## src/rtl/snitch_icache_pkg.sv

```systemverilog
// Shared types for the snitch instruction-cache refill path: refill-server FSM
// states and the line/beat geometry derived from the line and memory widths.
package snitch_icache_pkg;

  typedef enum logic [1:0] {
    IDLE  = 2'd0,
    FETCH = 2'd1,
    RESP  = 2'd2
  } refill_server_state_e;

  typedef struct packed {
    int unsigned line_align;
    int unsigned beats;
    int unsigned beat_align;
  } refill_server_cfg_t;

  function automatic refill_server_cfg_t refill_server_cfg(input int unsigned line_width,
                                                           input int unsigned mem_dw);
    refill_server_cfg_t cfg;
    cfg.line_align = $clog2(line_width / 8);
    cfg.beats      = line_width / mem_dw;
    cfg.beat_align = $clog2(mem_dw / 8);
    return cfg;
  endfunction

endpackage

```

## src/rtl/snitch_icache_line_assembler.sv

```systemverilog
// Collects in-order memory beats into one cache line: beat counter, slice
// write and sticky error accumulation. clear_i restarts a line.
module snitch_icache_line_assembler #(
  parameter int unsigned LINE_WIDTH = 128,
  parameter int unsigned MEM_DW     = 32
) (
  input  logic                  clk_i,
  input  logic                  rst_i,
  input  logic                  clear_i,
  input  logic                  beat_valid_i,
  input  logic [MEM_DW-1:0]     beat_data_i,
  input  logic                  beat_error_i,
  output logic [LINE_WIDTH-1:0] line_o,
  output logic                  error_o,
  output logic                  last_o
);

  localparam int unsigned BEATS = LINE_WIDTH / MEM_DW;
  localparam int unsigned CW    = $clog2(BEATS + 1);

  logic [CW-1:0]         cnt_q;
  logic                  error_q;
  logic [LINE_WIDTH-1:0] line_q;

  always_ff @(posedge clk_i) begin
    if (rst_i) begin
      cnt_q   <= '0;
      error_q <= 1'b0;
    end else if (clear_i) begin
      cnt_q   <= '0;
      error_q <= 1'b0;
    end else if (beat_valid_i) begin
      cnt_q   <= cnt_q + CW'(1);
      error_q <= error_q | beat_error_i;
    end
  end

  // Line storage is pure data: only the counter selects which slice is written.
  always_ff @(posedge clk_i) begin
    if (!clear_i && beat_valid_i) begin
      for (int b = 0; b < BEATS; b++) begin
        if (cnt_q == CW'(b)) line_q[b*MEM_DW +: MEM_DW] <= beat_data_i;
      end
    end
  end

  always_ff @(posedge clk_i) begin
    if (!rst_i && beat_valid_i) assert (cnt_q < CW'(BEATS));
  end

  assign line_o  = line_q;
  assign error_o = error_q;
  assign last_o  = (cnt_q == CW'(BEATS - 1));

endmodule

```

## src/rtl/snitch_icache_l0_refill_server.sv

```systemverilog
// Serves L0 line refills by fetching LINE_WIDTH/MEM_DW in-order beats.
// Optional 1-entry line buffer: define SNITCH_ICACHE_REFILL_LINE_BUF_EN.
module snitch_icache_l0_refill_server
  import snitch_icache_pkg::*;
#(
  parameter int unsigned FETCH_AW   = 32,
  parameter int unsigned LINE_WIDTH = 128,
  parameter int unsigned MEM_DW     = 32,
  parameter int unsigned ID_WIDTH   = 2
) (
  input  logic                  clk_i,
  input  logic                  rst_i,
  input  logic [FETCH_AW-1:0]   in_req_addr_i,
  input  logic [ID_WIDTH-1:0]   in_req_id_i,
  input  logic                  in_req_valid_i,
  output logic                  in_req_ready_o,
  output logic [LINE_WIDTH-1:0] in_rsp_data_o,
  output logic                  in_rsp_error_o,
  output logic [ID_WIDTH-1:0]   in_rsp_id_o,
  output logic                  in_rsp_valid_o,
  input  logic                  in_rsp_ready_i,
  output logic [FETCH_AW-1:0]   mem_req_addr_o,
  output logic                  mem_req_valid_o,
  input  logic                  mem_req_ready_i,
  input  logic [MEM_DW-1:0]     mem_rsp_data_i,
  input  logic                  mem_rsp_error_i,
  input  logic                  mem_rsp_valid_i,
  input  logic                  flush_i
);

  localparam refill_server_cfg_t CFG = refill_server_cfg(LINE_WIDTH, MEM_DW);
  localparam int unsigned LINE_ALIGN = CFG.line_align;
  localparam int unsigned BEATS      = CFG.beats;
  localparam int unsigned BEAT_ALIGN = CFG.beat_align;
  localparam int unsigned CW         = $clog2(BEATS + 1);
  localparam logic [FETCH_AW-1:0] LINE_MASK = ~((FETCH_AW'(1) << LINE_ALIGN) - FETCH_AW'(1));

  refill_server_state_e state_q, state_d;
  logic [FETCH_AW-1:0]   base_q;
  logic [ID_WIDTH-1:0]   id_q;
  logic [CW-1:0]         issue_cnt_q;
  logic                  from_buf_q;
  logic                  req_hs, mem_hs, beat_valid, beat_last, fill_done, hit;
  logic [LINE_WIDTH-1:0] line, buf_data;
  logic                  line_error;

  assign req_hs     = (state_q == IDLE) && in_req_valid_i;
  assign mem_hs     = mem_req_valid_o && mem_req_ready_i;
  assign beat_valid = (state_q == FETCH) && mem_rsp_valid_i;
  assign fill_done  = beat_valid && beat_last;

  always_comb begin
    state_d = state_q;
    case (state_q)
      IDLE:    if (in_req_valid_i) state_d = hit ? RESP : FETCH;
      FETCH:   if (fill_done) state_d = RESP;
      RESP:    if (in_rsp_ready_i) state_d = IDLE;
      default: state_d = IDLE;
    endcase
  end

  always_ff @(posedge clk_i) begin
    if (rst_i) begin
      state_q     <= IDLE;
      issue_cnt_q <= '0;
      from_buf_q  <= 1'b0;
    end else begin
      state_q <= state_d;
      if (req_hs) begin
        issue_cnt_q <= '0;
        from_buf_q  <= hit;
      end else if (mem_hs) begin
        issue_cnt_q <= issue_cnt_q + CW'(1);
      end
    end
  end

  always_ff @(posedge clk_i) begin
    if (req_hs) begin
      base_q <= in_req_addr_i & LINE_MASK;
      id_q   <= in_req_id_i;
    end
  end

  snitch_icache_line_assembler #(
    .LINE_WIDTH (LINE_WIDTH),
    .MEM_DW     (MEM_DW)
  ) i_assembler (
    .clk_i        (clk_i),
    .rst_i        (rst_i),
    .clear_i      (req_hs),
    .beat_valid_i (beat_valid),
    .beat_data_i  (mem_rsp_data_i),
    .beat_error_i (mem_rsp_error_i),
    .line_o       (line),
    .error_o      (line_error),
    .last_o       (beat_last)
  );

`ifdef SNITCH_ICACHE_REFILL_LINE_BUF_EN
  localparam int unsigned TAG_W = FETCH_AW - LINE_ALIGN;

  logic             buf_valid_q, fill_ok_q, fill_done_q, buf_write;
  logic [TAG_W-1:0] buf_tag_q;
  logic [LINE_WIDTH-1:0] buf_data_q;

  assign hit       = buf_valid_q && !flush_i &&
                     (buf_tag_q == in_req_addr_i[FETCH_AW-1:LINE_ALIGN]);
  assign buf_data  = buf_data_q;
  // The final beat's error only lands one cycle after fill_done, so commit then.
  assign buf_write = fill_done_q && fill_ok_q && !line_error && !flush_i;

  always_ff @(posedge clk_i) begin
    if (rst_i) begin
      buf_valid_q <= 1'b0;
      fill_ok_q   <= 1'b0;
      fill_done_q <= 1'b0;
    end else begin
      fill_done_q <= fill_done;
      if (req_hs)       fill_ok_q <= !hit;
      else if (flush_i) fill_ok_q <= 1'b0;
      if (flush_i)        buf_valid_q <= 1'b0;
      else if (buf_write) buf_valid_q <= 1'b1;
    end
  end

  always_ff @(posedge clk_i) begin
    if (buf_write) begin
      buf_tag_q  <= base_q[FETCH_AW-1:LINE_ALIGN];
      buf_data_q <= line;
    end
  end
`else
  logic unused_flush;
  assign unused_flush = flush_i;
  assign hit          = 1'b0;
  assign buf_data     = '0;
`endif

  assign in_req_ready_o  = (state_q == IDLE);
  assign mem_req_valid_o = (state_q == FETCH) && (issue_cnt_q < CW'(BEATS));
  assign mem_req_addr_o  = (state_q == FETCH) ?
                           base_q + (FETCH_AW'(issue_cnt_q) << BEAT_ALIGN) : '0;
  assign in_rsp_valid_o  = (state_q == RESP);
  assign in_rsp_data_o   = (state_q == RESP) ? (from_buf_q ? buf_data : line) : '0;
  assign in_rsp_error_o  = (state_q == RESP) && !from_buf_q && line_error;
  assign in_rsp_id_o     = (state_q == RESP) ? id_q : '0;

  // Handshake protocol checks against the previous cycle's stalled transfer.
  logic                  req_pend_q, rsp_pend_q;
  logic [FETCH_AW-1:0]   req_addr_q;
  logic [ID_WIDTH-1:0]   req_id_q, rsp_id_q;
  logic [LINE_WIDTH-1:0] rsp_data_q;
  logic                  rsp_err_q;

  always_ff @(posedge clk_i) begin
    if (rst_i) begin
      req_pend_q <= 1'b0;
      rsp_pend_q <= 1'b0;
    end else begin
      req_pend_q <= in_req_valid_i && !in_req_ready_o;
      rsp_pend_q <= in_rsp_valid_o && !in_rsp_ready_i;
    end
    req_addr_q <= in_req_addr_i;
    req_id_q   <= in_req_id_i;
    rsp_data_q <= in_rsp_data_o;
    rsp_id_q   <= in_rsp_id_o;
    rsp_err_q  <= in_rsp_error_o;
  end

  always_ff @(posedge clk_i) begin
    if (!rst_i) begin
      if (req_pend_q)
        assert (in_req_valid_i && in_req_addr_i == req_addr_q && in_req_id_i == req_id_q);
      if (rsp_pend_q)
        assert (in_rsp_valid_o && in_rsp_data_o == rsp_data_q &&
                in_rsp_id_o == rsp_id_q && in_rsp_error_o == rsp_err_q);
      assert (!(mem_rsp_valid_i && state_q != FETCH));
    end
  end

endmodule

```

## config.mk

```make
export PLATFORM = sky130hd
export DESIGN_NAME = snitch_icache_l0_refill_server
export DESIGN_NICKNAME = d
export VERILOG_FILES = /design/src/rtl/snitch_icache_pkg.sv /design/src/rtl/snitch_icache_line_assembler.sv /design/src/rtl/snitch_icache_l0_refill_server.sv
export SDC_FILE = /design/constraint.sdc
export NUM_CORES = 1
export LEC_CHECK = 0
export ABC_CLOCK_PERIOD_IN_PS = 3800
export CORE_MARGIN = 2
export CORE_UTILIZATION = 45
export DETAILED_ROUTE_END_ITERATION = 16
export PLACE_DENSITY = 0.86
export SLEW_MARGIN = 20
export SYNTH_ARGS = -nofsm -noshare
export SYNTH_HDL_FRONTEND = slang
export SYNTH_HIERARCHICAL = 1
export SYNTH_SLANG_ARGS = --single-unit
```

## constraint.sdc

```tcl
create_clock -name clk_i -period 3.8 [get_ports clk_i]
set_clock_uncertainty 0.2 [all_clocks]
set_input_delay 0.38 -clock clk_i [delete_from_list [all_inputs] [get_ports clk_i]]
set_output_delay 0.38 -clock clk_i [all_outputs]
set_load 0.05 [all_outputs]
```

# Yosys cells after proc, flatten, opt, wreduce, memory -nomap -nowiden

Index checks and enable logic that the tools add are counted.

Reduce and logical (&&, ||, !) cells: 16
Add/subtract/negate cells: 3
Equality and inequality tests: 8
Mux-type cells: 7
Bitwise logic cells: 1
Magnitude comparators: 1

Operators with widths:

| cell                                                                    | count |
|---|---|
| 128-bit 2-to-1 mux                                                      | 1 |
| 32-bit by 5-bit adder with 32-bit output                                | 1 |
| 32-bit 2-to-1 mux                                                       | 1 |
| 2-bit 2-to-1 mux                                                        | 4 |
| 2-bit AND reduction                                                     | 4 |
| 1-bit logical AND                                                       | 7 |
| 3-bit by 1-bit adder with 3-bit output, second input constant           | 2 |
| 3-bit by 2-bit equality test with 1-bit output, second input constant   | 2 |
| 2-bit one-hot mux with 3 select lines                                   | 1 |
| 2-bit inequality test, second input constant                            | 2 |
| 3-bit by 1-bit equality test with 1-bit output, second input constant   | 1 |
| 3-bit zero test                                                         | 1 |
| 3-bit less-than comparator, second input constant                       | 1 |
| 3-bit AND reduction                                                     | 1 |
| 2-bit by 1-bit equality test with 1-bit output, second input constant   | 1 |
| 2-bit equality test, second input constant                              | 1 |
| 2-bit zero test                                                         | 1 |
| 2-bit by 1-bit inequality test with 1-bit output, second input constant | 1 |
| 2-bit OR reduction                                                      | 1 |
| 1-bit zero test                                                         | 1 |
| 1-bit OR                                                                | 1 |

Flip-flop bits (word level): 167
Logic and storage cells: 46
Output and inout bits: 166

# Depth between registers and ports, before layout

Gate-level depths: netlist of run 1.

Word-level depth: 5
Mapped depth: 6
Gate-level depth less buffers: 5

# Modules after synthesis

Netlist of run 1, hierarchy kept.

By module, submodules not included:

| module                         | times used | seq. area each (µm²) | cells each | area an instance (µm²) |
|---|---|---|---|---|
| snitch_icache_line_assembler   | 1          | 3923.8               | 154        | 4106.4 |
| snitch_icache_l0_refill_server | 1          | 1001.0               | 334        | 2817.7 |

# Worst setup path after synthesis of run 1

OpenSTA, ideal clock, no wires.

Path type: register to register
From: reg state_q[0]
To: reg i_assembler.line_q[0] (netlist: i_assembler/line_o[0]) (enable)
Path buffers: 0
Library setup time: 404 ps
Cell stages (with the launch flop): 5
Period minus slack after synthesis: 3264 ps
Setup slack: 536 ps
Data arrival time: 2660 ps
Data required time: 3196 ps
Cells stage by stage: dfxtp_1 > nor2_1 > and2_1 > nor3b_2 > and2_1

Cells in the longest elaborated chain, start to end: 5
Elaborated cells on any way between the ends: 7

RTL lines:

| what                            | RTL line                             | RTL |
|---|---|---|
| from (decl)                     | snitch_icache_l0_refill_server.sv:38 | `refill_server_state_e state_q, state_d;` |
| from (signal assigned)          | snitch_icache_l0_refill_server.sv:68 | `state_q <= state_d;` |
| 2-bit zero test                 | --                                   |  |
| via in_req_ready_o              | snitch_icache_l0_refill_server.sv:16 | `output logic in_req_ready_o,` |
| 1-bit logical AND               | snitch_icache_l0_refill_server.sv:47 | `assign req_hs = (state_q == IDLE) && in_req_valid_i;` |
| via req_hs                      | snitch_icache_l0_refill_server.sv:43 | `logic req_hs, mem_hs, beat_valid, beat_last, fill_done, hit;` |
| 1-bit zero test                 | snitch_icache_line_assembler.sv:40   | `if (!clear_i && beat_valid_i) begin` |
| 1-bit logical AND               | snitch_icache_line_assembler.sv:40   |  |
| 2-bit AND reduction (no line)   | --                                   |  |
| to (signal, indexed assignment) | snitch_icache_line_assembler.sv:42   | `if (cnt_q == CW'(b)) line_q[b*MEM_DW +: MEM_DW] <= beat_data_i;` |
| to (decl)                       | snitch_icache_line_assembler.sv:23   | `logic [LINE_WIDTH-1:0] line_q;` |

The timed path passes the listed nets, and every way through them passes these cells.
A chain may end at the register's enable or synchronous reset.

# Worst setup path in the final report of run 1

From: reg issue_cnt_q[2]
To: out mem_req_addr_o[31]

Cells in the longest elaborated chain, start to end: 2

RTL lines:

| what                                     | RTL line                              | RTL |
|---|---|---|
| from (decl)                              | snitch_icache_l0_refill_server.sv:41  | `logic [CW-1:0] issue_cnt_q;` |
| from (signal assigned)                   | snitch_icache_l0_refill_server.sv:73  | `issue_cnt_q <= issue_cnt_q + CW'(1);` |
| 32-bit by 5-bit adder with 32-bit output | snitch_icache_l0_refill_server.sv:143 | `base_q + (FETCH_AW'(issue_cnt_q) << BEAT_ALIGN) : '0;` |
| 32-bit 2-to-1 mux                        | snitch_icache_l0_refill_server.sv:142 | `assign mem_req_addr_o = (state_q == FETCH) ?` |
| to (decl)                                | snitch_icache_l0_refill_server.sv:22  | `output logic [FETCH_AW-1:0] mem_req_addr_o,` |

Every way passes these cells.

==> flow_summary.yaml, run 1 <==
sta:
  hold_violations: 0
  finalSetupTns_ns: 0
  relSlewSlack_pct: 38.7
  period_needed_ns: 3.57
  setup_viol: 0
  worst_pin_slew_ns: 0.920
  report.final.slew_viol_count: 0
  fin_crit_sh_pct: 93.9
  fmax_mhz: 280
  rsz0062_at_grt: "false"
clock_network:
  clk_pin_slew_worst_paths_ns: 0.08
  cts_sinks: 167
  cts_buffers: 17
  htreeDepth: 4
  clock_latency_ns: 0.42
  cts_tree: "built"
  cts_root_buf: "clkbuf_16"
  ctsLongestPathBuffers: 2
global_route:
  overflow: 0
  gr-usage-all-layers_pct: 21.6
  first_global_vias: 4897
  grt_first_pass_wirelength_um: 26500
  antenna_found_initial: 0
  grt_max_degree: 134
floorplanning:
  die_w_um: 128
  coreArea_um2: 15100
  die-area_um2: 16400
  fp.dieH_um: 128
  boundaryPins: 240
  initial_core_util_pct: 45.7
  rows: 45
drt:
  detail_route.wl_per_cell_um: 18.8
  antenna_left: 0
  drt_iter0_drc: 275
  routed_wl_um: 17300
  vias: 4727
  drc_errors: 0
  viasPerCell: 5.12
  firstDrtPassIters: 5
yosys:
  ys.flop_type: "edfxtp_1"
  synthArstFlopShare_pct: 0
  synth_area_per_cell_um2: 14.2
  synth_area_leader_cell: "edfxtp_1"
  synth_edf_count: 158
  synth_top_area_share_pct: 68.5
  synth.most_common_cell: "edfxtp_1"
  yosys_warnings: 6
  ys_ff_latch: 167
  ys_seq_area_share_pct: 71.1
  yosysUniqueCellTypes: 44
  yosys-top-cells-count: "edfxtp_1 (158), and2_1 (139), a21oi_1 (18), clkbuf_1 (18), nor2_1 (18)"
  syn_area_um2: 6920
  syn_inst: 488
  synthTopCellsByArea: "edfxtp_1 (69%), and2_1 (13%), dfxtp_1 (2.6%), ha_1 (1.4%), a21oi_1 (1.3%)"
critical_path:
  crit_type: "flop to output port"
  crit_path_end_kind: "output port"
  crit_required_ns: 3.22
  crit_arrival_ns: 2.99
  crit_fanout: 12
  cp-start-kind: "flop"
cells_and_area:
  nets: 805
  final_cells: 924
  fillCellCount: 1067
  drive_gt1_share_pct: 8.02
  antenna_cells: 0
  final_util_pct: 66.4
  area_growth_pct: 45.2
power_and_ir_drop:
  peakVddDrop_v: 0.000384
  power.density_nw_per_um2: 404
  power_leakage_nw: 3.45
placed_design:
  dpl.hpwl_um: 12100
  gp_congestion: 0.884
  io_buffers: 232
  dp.cells: 892
hold_path:
  hold_class: "primary input to flop"
run_status:
  status: "finished clean"
flow_run:
  max-cap-violations: 0
[power by group]
| part | internal, mW | switching [mW] | total (mW) |
|---|---|---|---|
| Combinational | 0.116 | 0.157 | 0.274 |
| Clock | 0.892 | 0.811 | 1.70 |
| Sequential | 2.05 | 0.0268 | 2.08 |
| Total | 3.06 | 0.995 | 4.06 |
[what timing repair did]
action                                  in CTS  in global routing
endpoints found under the setup margin       2                  2
resized for setup                            2                  2
buffers inserted                             0                  0
hold endpoints to repair                     0                  0
hold buffers                                 0                  0
[critical path, stage by stage, from the launching register on]
cell           delay, ns
dfxtp_1             0.40
ha_1                0.24
nand3_2             0.15
or4_4               0.59
or4_1               0.49
a21oi_1             0.15
dlygate4sd2_1       0.54
[cell usage in the layout (no fill, tap or decap), types with 9 or more instances in the layout]
master           Yosys  layout
nand3_1              9       9
clkbuf_16            0      17
clkdlybuf4s50_1      0     226
dfxtp_1              9       9
nor2_1              18      18
edfxtp_1           158     158
and2_1             139     136
a21oi_1             18      18
nand2_1             12      12
o21ai_0             11      11
[layout make-up]
| type | instances | area [µm²] | share of cell area, % |
|---|---|---|---|
| Sequential cell | 167 | 4920 | 49.0 |
| Multi-Input combinational cell | 292 | 1870 | 18.6 |
| Clock inverter | 15 | 175 | 1.74 |
| Timing Repair Buffer | 239 | 2400 | 23.8 |
| Clock buffer | 17 | 425 | 4.23 |
| Inverter | 6 | 22.5 | 0.224 |
| Tap cell | 188 | 235 | 2.34 |
[metal layers]
metal,up-vias,GRT usage [%],routed length (µm)
met5,-,0,0
met3,18,10.2,1970
met2,234,35.4,8270
met1,2250,25.5,6900
met4,0,6.53,207
li1,2225,-,-
[stage by stage]
stage / worst slack [ns] / hold WS (ns) / area (µm²) / power (mW)
after floorplan: 0.536 / 0.252 / 6930 / 2.25
after CTS: 0.0783 / 0.283 / 10000 / 4.09
after global routing: 0.0650 / 0.291 / 10100 / 4.19
after detailed placement: 0.397 / 0.316 / 9450 / 2.39
after global placement: 0.399 / 0.290 / 9450 / 2.39
final: 0.231 / 0.302 / 10100 / 4.06
[sequential cells by signal, summed over array words and instances, names as in the netlist]
name and flops:
base_q 28, i_assembler/cnt_q 3, i_assembler/error_o 1, i_assembler/line_o 128, id_q 2, issue_cnt_q 3
state_q 2
[path summary, 6_finish.rpt]
check	slack, ns	end	start	cells past startpoint
max	0.23	mem_req_addr_o[31]	issue_cnt_q[2]	6
min	0.30	base_q[19]	in_req_addr_i[19]	1
max reg2reg	1.12	i_assembler/line_o[87]	state_q[0]	5
min reg2reg	0.32	i_assembler/error_o	i_assembler/error_o	2
[cells by family (layout without fill, tap and decap cells)]
group                    after synthesis  after routing  synth area share, %
XOR/XNOR                              12             12                 1.52
AO/OA/AOI/OAI                         39             39                 3.32
adder cells (fa/ha/maj)                8              8                 1.45
multiplexers                           2              2                0.289
AND/OR/NAND/NOR                      229            229                 20.2
buffers and inverters                 30            277                 2.06
other                                  1              2               0.0542
flip-flops                           167            167                 71.1
Note: power is estimated with default switching activity, not from simulation.
==> run 2: changes to the inputs <==
--- a/config.mk
+++ b/config.mk
@@ -8,6 +8,7 @@
 export ABC_CLOCK_PERIOD_IN_PS = 3800
 export CORE_MARGIN = 2
 export CORE_UTILIZATION = 45
+export CTS_CLUSTER_SIZE = 12
 export DETAILED_ROUTE_END_ITERATION = 16
 export PLACE_DENSITY = 0.86
 export SLEW_MARGIN = 20
==> results of run 2 <==
Final layout, timing and power as in run 1 (identical DEF).
